==> src/rtl/eth_rx_deframer.sv <==
// Polls the Ethernet Lite MAC RX ping buffer over AXI4-Lite, streams the payload of
// frames carrying the expected EtherType, and releases every frame back to the MAC.
module eth_rx_deframer #(
  parameter logic [15:0] ETHERTYPE     = 16'h88B5,
  parameter int          MAX_WORDS     = 64,
  parameter int          POLL_INTERVAL = 1000
) (
  input  logic        aclk,
  input  logic        aresetn,
  output logic [12:0] m_axi_araddr,
  output logic        m_axi_arvalid,
  input  logic        m_axi_arready,
  input  logic [31:0] m_axi_rdata,
  input  logic [1:0]  m_axi_rresp,
  input  logic        m_axi_rvalid,
  output logic        m_axi_rready,
  output logic [12:0] m_axi_awaddr,
  output logic        m_axi_awvalid,
  input  logic        m_axi_awready,
  output logic [31:0] m_axi_wdata,
  output logic [3:0]  m_axi_wstrb,
  output logic        m_axi_wvalid,
  input  logic        m_axi_wready,
  input  logic [1:0]  m_axi_bresp,
  input  logic        m_axi_bvalid,
  output logic        m_axi_bready,
  output logic [31:0] m_axis_tdata,
  output logic        m_axis_tvalid,
  output logic        m_axis_tlast,
  input  logic        m_axis_tready,
  output logic [15:0] frames_ok,
  output logic [15:0] frames_dropped
);

  localparam int CW = $clog2(MAX_WORDS + 1);
  localparam int PW = $clog2(POLL_INTERVAL + 1);
  localparam logic [12:0] STATUS_ADDR = 13'h17FC;
  localparam logic [12:0] HDR_ADDR    = 13'h100C;
  localparam logic [12:0] PAY_BASE    = 13'h1010;

  typedef enum logic [3:0] {
    IDLE, POLL_AR, POLL_R, HDR_AR, HDR_R, PAY_AR, PAY_R, PAY_OUT, REL_AW, REL_B
  } state_t;

  state_t state, state_next;

  logic [PW-1:0] poll_cnt;
  logic [CW-1:0] idx;
  logic [CW-1:0] cnt;
  logic          drop;
  logic          aw_done;
  logic          w_done;

  logic [15:0] ethertype_field;
  logic [15:0] n_field;
  logic        hdr_bad;
  logic        poll_done;
  logic        is_last;
  logic        aw_ok;
  logic        w_ok;
  logic [12:0] pay_addr;
  logic        unused_resp;

  // Header word 3 holds the EtherType and word count in network byte order.
  assign ethertype_field = {m_axi_rdata[7:0], m_axi_rdata[15:8]};
  assign n_field         = {m_axi_rdata[23:16], m_axi_rdata[31:24]};
  assign hdr_bad         = (ethertype_field != ETHERTYPE) || (n_field == 16'd0);
  assign poll_done       = (poll_cnt == PW'(POLL_INTERVAL - 1));
  assign is_last         = (idx == cnt - CW'(1));
  assign aw_ok           = aw_done | m_axi_awready;
  assign w_ok            = w_done | m_axi_wready;
  assign pay_addr        = PAY_BASE + (13'(idx) << 2);
  assign m_axi_wdata     = 32'h0000_0000;
  assign m_axi_wstrb     = 4'hF;
  assign unused_resp     = ^{m_axi_rresp, m_axi_bresp};

  always_ff @(posedge aclk or negedge aresetn) begin
    if (!aresetn) begin
      state          <= IDLE;
      poll_cnt       <= '0;
      idx            <= '0;
      cnt            <= '0;
      drop           <= 1'b0;
      aw_done        <= 1'b0;
      w_done         <= 1'b0;
      m_axis_tdata   <= '0;
      frames_ok      <= '0;
      frames_dropped <= '0;
    end else begin
      state <= state_next;
      case (state)
        IDLE: poll_cnt <= poll_done ? '0 : poll_cnt + PW'(1);
        HDR_R: begin
          if (m_axi_rvalid) begin
            if (hdr_bad) begin
              drop <= 1'b1;
            end else begin
              cnt <= (n_field > 16'(MAX_WORDS)) ? CW'(MAX_WORDS) : n_field[CW-1:0];
              idx <= '0;
            end
          end
        end
        PAY_R: if (m_axi_rvalid) m_axis_tdata <= m_axi_rdata;
        PAY_OUT: if (m_axis_tready) idx <= idx + CW'(1);
        REL_AW: begin
          if (m_axi_awready) aw_done <= 1'b1;
          if (m_axi_wready) w_done <= 1'b1;
          if (aw_ok && w_ok) begin
            aw_done <= 1'b0;
            w_done  <= 1'b0;
          end
        end
        REL_B: begin
          if (m_axi_bvalid) begin
            if (drop) frames_dropped <= frames_dropped + 16'd1;
            else      frames_ok      <= frames_ok + 16'd1;
            drop <= 1'b0;
          end
        end
        default: ;
      endcase
    end
  end

  always_comb begin
    state_next    = state;
    m_axi_araddr  = '0;
    m_axi_arvalid = 1'b0;
    m_axi_rready  = 1'b0;
    m_axi_awaddr  = '0;
    m_axi_awvalid = 1'b0;
    m_axi_wvalid  = 1'b0;
    m_axi_bready  = 1'b0;
    m_axis_tvalid = 1'b0;
    m_axis_tlast  = 1'b0;
    case (state)
      IDLE: if (poll_done) state_next = POLL_AR;
      POLL_AR: begin
        m_axi_arvalid = 1'b1;
        m_axi_araddr  = STATUS_ADDR;
        if (m_axi_arready) state_next = POLL_R;
      end
      POLL_R: begin
        m_axi_rready = 1'b1;
        if (m_axi_rvalid) state_next = m_axi_rdata[0] ? HDR_AR : IDLE;
      end
      HDR_AR: begin
        m_axi_arvalid = 1'b1;
        m_axi_araddr  = HDR_ADDR;
        if (m_axi_arready) state_next = HDR_R;
      end
      HDR_R: begin
        m_axi_rready = 1'b1;
        if (m_axi_rvalid) state_next = hdr_bad ? REL_AW : PAY_AR;
      end
      PAY_AR: begin
        m_axi_arvalid = 1'b1;
        m_axi_araddr  = pay_addr;
        if (m_axi_arready) state_next = PAY_R;
      end
      PAY_R: begin
        m_axi_rready = 1'b1;
        if (m_axi_rvalid) state_next = PAY_OUT;
      end
      PAY_OUT: begin
        m_axis_tvalid = 1'b1;
        m_axis_tlast  = is_last;
        if (m_axis_tready) state_next = is_last ? REL_AW : PAY_AR;
      end
      REL_AW: begin
        m_axi_awaddr  = STATUS_ADDR;
        m_axi_awvalid = !aw_done;
        m_axi_wvalid  = !w_done;
        if (aw_ok && w_ok) state_next = REL_B;
      end
      REL_B: begin
        m_axi_bready = 1'b1;
        if (m_axi_bvalid) state_next = IDLE;
      end
      default: state_next = IDLE;
    endcase
  end

endmodule

==> config.mk <==
export PLATFORM = sky130hd
export DESIGN_NAME = eth_rx_deframer
export DESIGN_NICKNAME = d
export VERILOG_FILES = /design/src/rtl/eth_rx_deframer.sv
export SDC_FILE = /design/constraint.sdc
export NUM_CORES = 1
export LEC_CHECK = 0
export CELL_PAD_IN_SITES_DETAIL_PLACEMENT = 0
export CELL_PAD_IN_SITES_GLOBAL_PLACEMENT = 1
export CORE_ASPECT_RATIO = 0.75
export CORE_MARGIN = 2
export CORE_UTILIZATION = 34
export CTS_BUF_LIST = sky130_fd_sc_hd__clkbuf_16
export DETAILED_ROUTE_END_ITERATION = 6
export HOLD_SLACK_MARGIN = 0.12
export PLACE_DENSITY_LB_ADDON = 0.1
export SYNTH_ARGS = -nofsm -noshare
export SYNTH_HDL_FRONTEND = slang
export SYNTH_SLANG_ARGS = --single-unit
==> constraint.sdc <==
create_clock -name aclk -period 2.5 [get_ports aclk]
set_input_delay 0.25 -clock aclk [delete_from_list [all_inputs] [get_ports aclk]]
set_output_delay 0.25 -clock aclk [all_outputs]
set_load 0.005 [all_outputs]
# After elaboration in Yosys (flattened, before gate mapping)
# Cells that the tools add are included.
op_classes:
  eq_ne: 24
  add_sub_neg: 6
  reduce_logical: 21
  n_lt_le_gt_ge: 1
  bitwise: 4
  mux: 37
ops:
  columns: ["cell", "n"]
  rows:
  - ["4-bit two-way mux", 12]
  - ["4-bit case mux with 10 select lines", 1]
  - ["13-bit case mux with 3 select lines", 1]
  - ["16-bit by 1-bit adder with 16-bit output, second input constant", 2]
  - ["7-bit two-way mux", 4]
  - ["2-bit != test, second input constant", 12]
  - ["4-bit by 3-bit equality test with 1-bit output, second input constant", 4]
  - ["16-bit by 7-bit greater-than comparator with 1-bit output, second input constant", 1]
  - ["16-bit zero test", 1]
  - ["16-bit != test, second input constant", 1]
  - ["1-bit two-way mux", 14]
  - ["7-bit case mux with 2 select lines", 1]
  - ["13-bit by 9-bit adder with 13-bit output, first input constant", 1]
  - ["13-bit two-way mux", 1]
  - ["10-bit by 1-bit adder with 10-bit output, second input constant", 1]
  - ["10-bit equality test, second input constant", 1]
  - ["10-bit two-way mux", 1]
  - ["10-bit AND reduction", 1]
  - ["3-bit AND reduction", 3]
  - ["4-bit by 2-bit equality test with 1-bit output, second input constant", 2]
  - ["4-bit equality test, second input constant", 2]
  - ["4-bit AND reduction", 2]
  - ["2-bit nonzero test", 4]
  - ["7-bit by 1-bit adder with 7-bit output, second input constant", 1]
  - ["13 further kinds", 19]
totals:
  out_inout_bits: 133
  reg_bits: 95
  in_bits: 44
  word_cells: 103

# Longest topological paths before layout
depth:
  ltp_word: 5
  depth_mapped: 8
  ltp_nobuf: 8

# Worst setup path before layout
# No wires, ideal clock.
synth_timing:
  kind: "register to register"
  from: "register state[1]"
  to: "register state[3]"
  stages_incl_launch_ff: 9
  required_time_ns: 2.381
  setup_slack_ns: 0.512
  arrival_ns: 1.869
  setup_time_ns: 0.119
  path_cell_list: "dfrtp_1 -> buf_4 -> nor2_2 -> and3_1 -> buf_2 -> a222oi_1 -> nand2_1 -> mux2_1 -> o21a_1"
synth_between:
  elab_chain_cells: 3
synth_rtl:
  columns: ["element", "line", "rtl"]
  rows:
  - ["start, declared", "45", "state_t state, state_next;"]
  - ["start signal, assigned", "90", "state <= state_next;"]
  - ["4-bit equality test (tied with other cells)", "136", "case (state)"]
  - ["2-bit != test (no source line)", null, null]
  - ["10-bit AND reduction (no source line)", null, null]
# Parallel ways exist; a longest one is shown, timed or not.
# A chain may end at the register's enable or synchronous reset.

# Final worst setup path
layout_timing:
  from: "register state[1]"
  to: "output m_axi_araddr[9]"
layout_between:
  elab_chain_cells: 2
layout_rtl:
  columns: ["element", "line", "rtl"]
  rows:
  - ["4-bit by 3-bit equality test with 1-bit output (tied with other cells)", "136", null]
  - ["13-bit case mux with 3 select lines (*)", "136", null]
  - ["end, declared", "10", "output logic [12:0] m_axi_araddr,"]
# Mark *: on every way between the ends. The rest lies on a longest branch, timed or not.

==> impl_metrics.py <==
metrics = {
    "synth": {
        "syn_avg_cell_area_um2": 10.0,
        "ys_ff_latch": 95,
        "synth_top_area_frac": 0.466,
        "yosys.area.top_type": "dfrtp_1",
        "yosysUniqueCellTypes": 53,
        "synth-main-ff-cell": "dfrtp_1",
        "ys_async_sr_fraction": 1.00,
        "ys_warn_count": 0,
        "yosysMostFrequentCell": "dfrtp_1",
        "syn_inst": 508,
        "synth_common_cells": "dfrtp_1, nand2_1, buf_4",
        "synth_edf_count": 0,
        "seq_area_frac_synth": 0.466,
        "ys_top_cells_by_area": "dfrtp_1, buf_4, mux2_2",
        "syn_area_um2": 5100,
    },
    "pwr": {
        "p_seq_frac": 0.490,
        "max-vdd-ir-drop_mv": 0.335,
        "p_sw_uw": 667,
        "combPwrFrac": 0.050,
        "p_clk_frac": 0.459,
        "leakage_uw": 0.00312,
        "powerDensity_nw_per_um2": 453,
        "intPower_uw": 2470,
        "swShare": 0.212,
    },
    "global_route": {
        "grt_pass1_vias": 3942,
        "grt_pass1_wl_mm": 20.4,
        "antenna_found_initial": 0,
        "grt_remaining_overflow": 0,
        "grt_util_all_layers": 0.161,
        "grt_max_degree": 70,
    },
    "clock_network": {
        "clkLatencyLatePin_ns": 0.35,
        "clock_path_buffers": 2,
        "clockRootBuffer": "clkbuf_16",
        "cts_tree": "built",
        "h-tree-depth": 3,
        "clkSlewWorstSetupHoldPaths_ns": 0.07,
        "numCtsBuffers": 9,
        "clock-sinks": 95,
    },
    "critical_path": {
        "cp_slowest_cell": "clkdlybuf4s50_1",
        "worstPathMaxFanout": 15,
        "start_kind": "flop",
        "reg2regPathDepth": 15,
        "crit_chain": "nand2b_1 -> nand2b_1 -> o31ai_1 -> clkdlybuf4s50_1",
        "arrival_ns": 2.16,
        "crit_required_ns": 2.25,
        "cp_top_family": "buffers and inverters",
        "crit_buf_inv": 1,
        "end_kind": "output pin",
        "reg2reg_to": "state[3]",
        "cp.depth": 4,
        "timing.rr.start": "cnt[0]",
        "worstSetupPathType": "reg2out",
        "cpMostUsedCell": "nand2b_1",
        "max_stage_delay_ns": 0.54,
        "r2r_slack_ns": 0.18,
    },
    "finish": {
        "diodes": 0,
        "syn_to_final_growth_pct": 36.1,
        "final_cell_area_um2": 6940,
        "drive_above_1_share": 0.147,
        "fillCellCount": 1395,
        "nets": 703,
    },
    "timing": {
        "slew_viol_final": 0,
        "period_share": 0.962,
        "hold_violations": 0,
        "worst_pin_slew_ns": 0.527,
        "fmax_mhz": 416,
        "min_period_ns": 2.41,
        "fin_skew_ns": 0.00838,
        "setup_viol": 0,
        "fin_setup_tns_ns": 0,
        "slew_headroom": 0.644,
    },
    "route": {
        "postRouteAntennaNets": 0,
        "avgRoutedWirePerCell_um": 14.3,
        "drtIter0Drc": 194,
        "dr.pass1.iters": 4,
        "drc": 0,
        "drt-total-wl_mm": 12.3,
        "dr_total_vias": 3952,
        "viasPerCell": 4.61,
    },
    "floorplan": {
        "initial_utilization": 0.350,
        "coreArea_um2": 14500,
        "die_w_um": 145,
        "die_h_um": 110,
        "die_area_um2": 16000,
        "row_count": 38,
        "io_pins": 177,
    },
    "placement": {
        "gp_congestion": 0.779,
        "io_buffers": 130,
        "place_area_um2": 6530,
        "hpwl_mm": 9.12,
    },
    "min_path": {
        "holdCritPathClass": "in2async",
    },
    "flow_run": {
        "maxCapViolCount": 0,
    },
    "run_status": {
        "status": "complete, no violations",
    },
}
## state kept, by name, indices dropped and copies added (netlist names)
signal and cells:
m_axis_tdata 32, aw_done 1, frames_ok 16, state 4, drop 1, poll_cnt 10
w_done 1, cnt 7, frames_dropped 16, idx 7
## power by group through the flow
stage / sequential (µW) / combinational, µW / clock, µW
floorplan: 1570 / 85.3 / 0
global placement: 1570 / 157 / 0
detailed placement: 1570 / 158 / 0
CTS: 1540 / 160 / 1490
global route: 1540 / 178 / 1560
finish: 1540 / 158 / 1440
## per-stage QoR
stage	hold WS, ns	total power (µW)	setup slack, ns	utilization	std cells
floorplan	-0.0456	1650	0.512	-	548
global placement	0.201	1730	-0.0152	0.449	833
detailed placement	0.203	1730	-0.0613	0.449	833
CTS	0.363	3190	0.0108	0.476	857
global route	0.403	3270	-0.00744	0.477	858
finish	0.354	3140	0.0942	0.477	858
## per-layer routing
metal  track usage  vias up  share of wire
li1              -     1946              -
met1         0.217     1856           0.47
met2         0.234      146           0.42
met3        0.0790        4           0.11
met4        0.0364        0         0.0046
met5             0        -              0
## layout by cell type, fill, tap and decap left out, drive strengths merged, types with 15 or more instances in the layout
cell           Yosys  routed
a21oi             15      15
buf               60      34
clkdlybuf4s50      0     128
conb               2      42
dfrtp             95      95
inv               13      15
mux2              34      34
nand2             58      58
nand3             21      21
nor2              27      27
o21ai             32      32
xnor2             34      34
## layout make-up
| type | count | area, µm² | share of cell area |
|---|---|---|---|
| clock buffers | 9 | 225 | 0.0324 |
| clock inverters | 7 | 80.1 | 0.0115 |
| inverters | 13 | 48.8 | 0.00703 |
| multi-input cells | 371 | 2380 | 0.344 |
| flip-flops and latches | 95 | 2380 | 0.343 |
| well taps | 200 | 250 | 0.0361 |
| repair buffers | 163 | 1570 | 0.226 |
## logic make-up (layout without fill, tap and decap cells)
logic type / count (synthesis) / in the layout / share of synthesized area
and+or+nand+nor: 175 / 175 / 0.179
DFF: 95 / 95 / 0.466
buffers and inverters: 82 / 192 / 0.102
AOI/OAI and AO/OA: 68 / 68 / 0.0832
xor gates and xnor gates: 46 / 46 / 0.0790
muxes: 34 / 34 / 0.0751
adders and majority gates: 6 / 6 / 0.0147
other: 2 / 42 / 0.00147
## what timing repair did
action                                  CTS  global route
pin swaps                                 2             4
resized for setup                        11             8
hold buffers                              1             0
setup buffers                             7             2
endpoints found under the hold margin    26             0
endpoints found under the setup margin   18            20
## worst max path at each step
| stage | startpoint | endpoint |
|---|---|---|
| 5_1_grt | cnt[0] | state[3] |
| 3_5_place_dp | cnt[0] | m_axis_tlast |
| 2_1_floorplan | state[1] | state[3] |
| 3_3_place_gp | cnt[0] | m_axis_tlast |
| 4_1_cts | cnt[0] | m_axis_tlast |
| 6_report | state[1] | m_axi_araddr[9] |
Power figures use the tool's default switching activity.
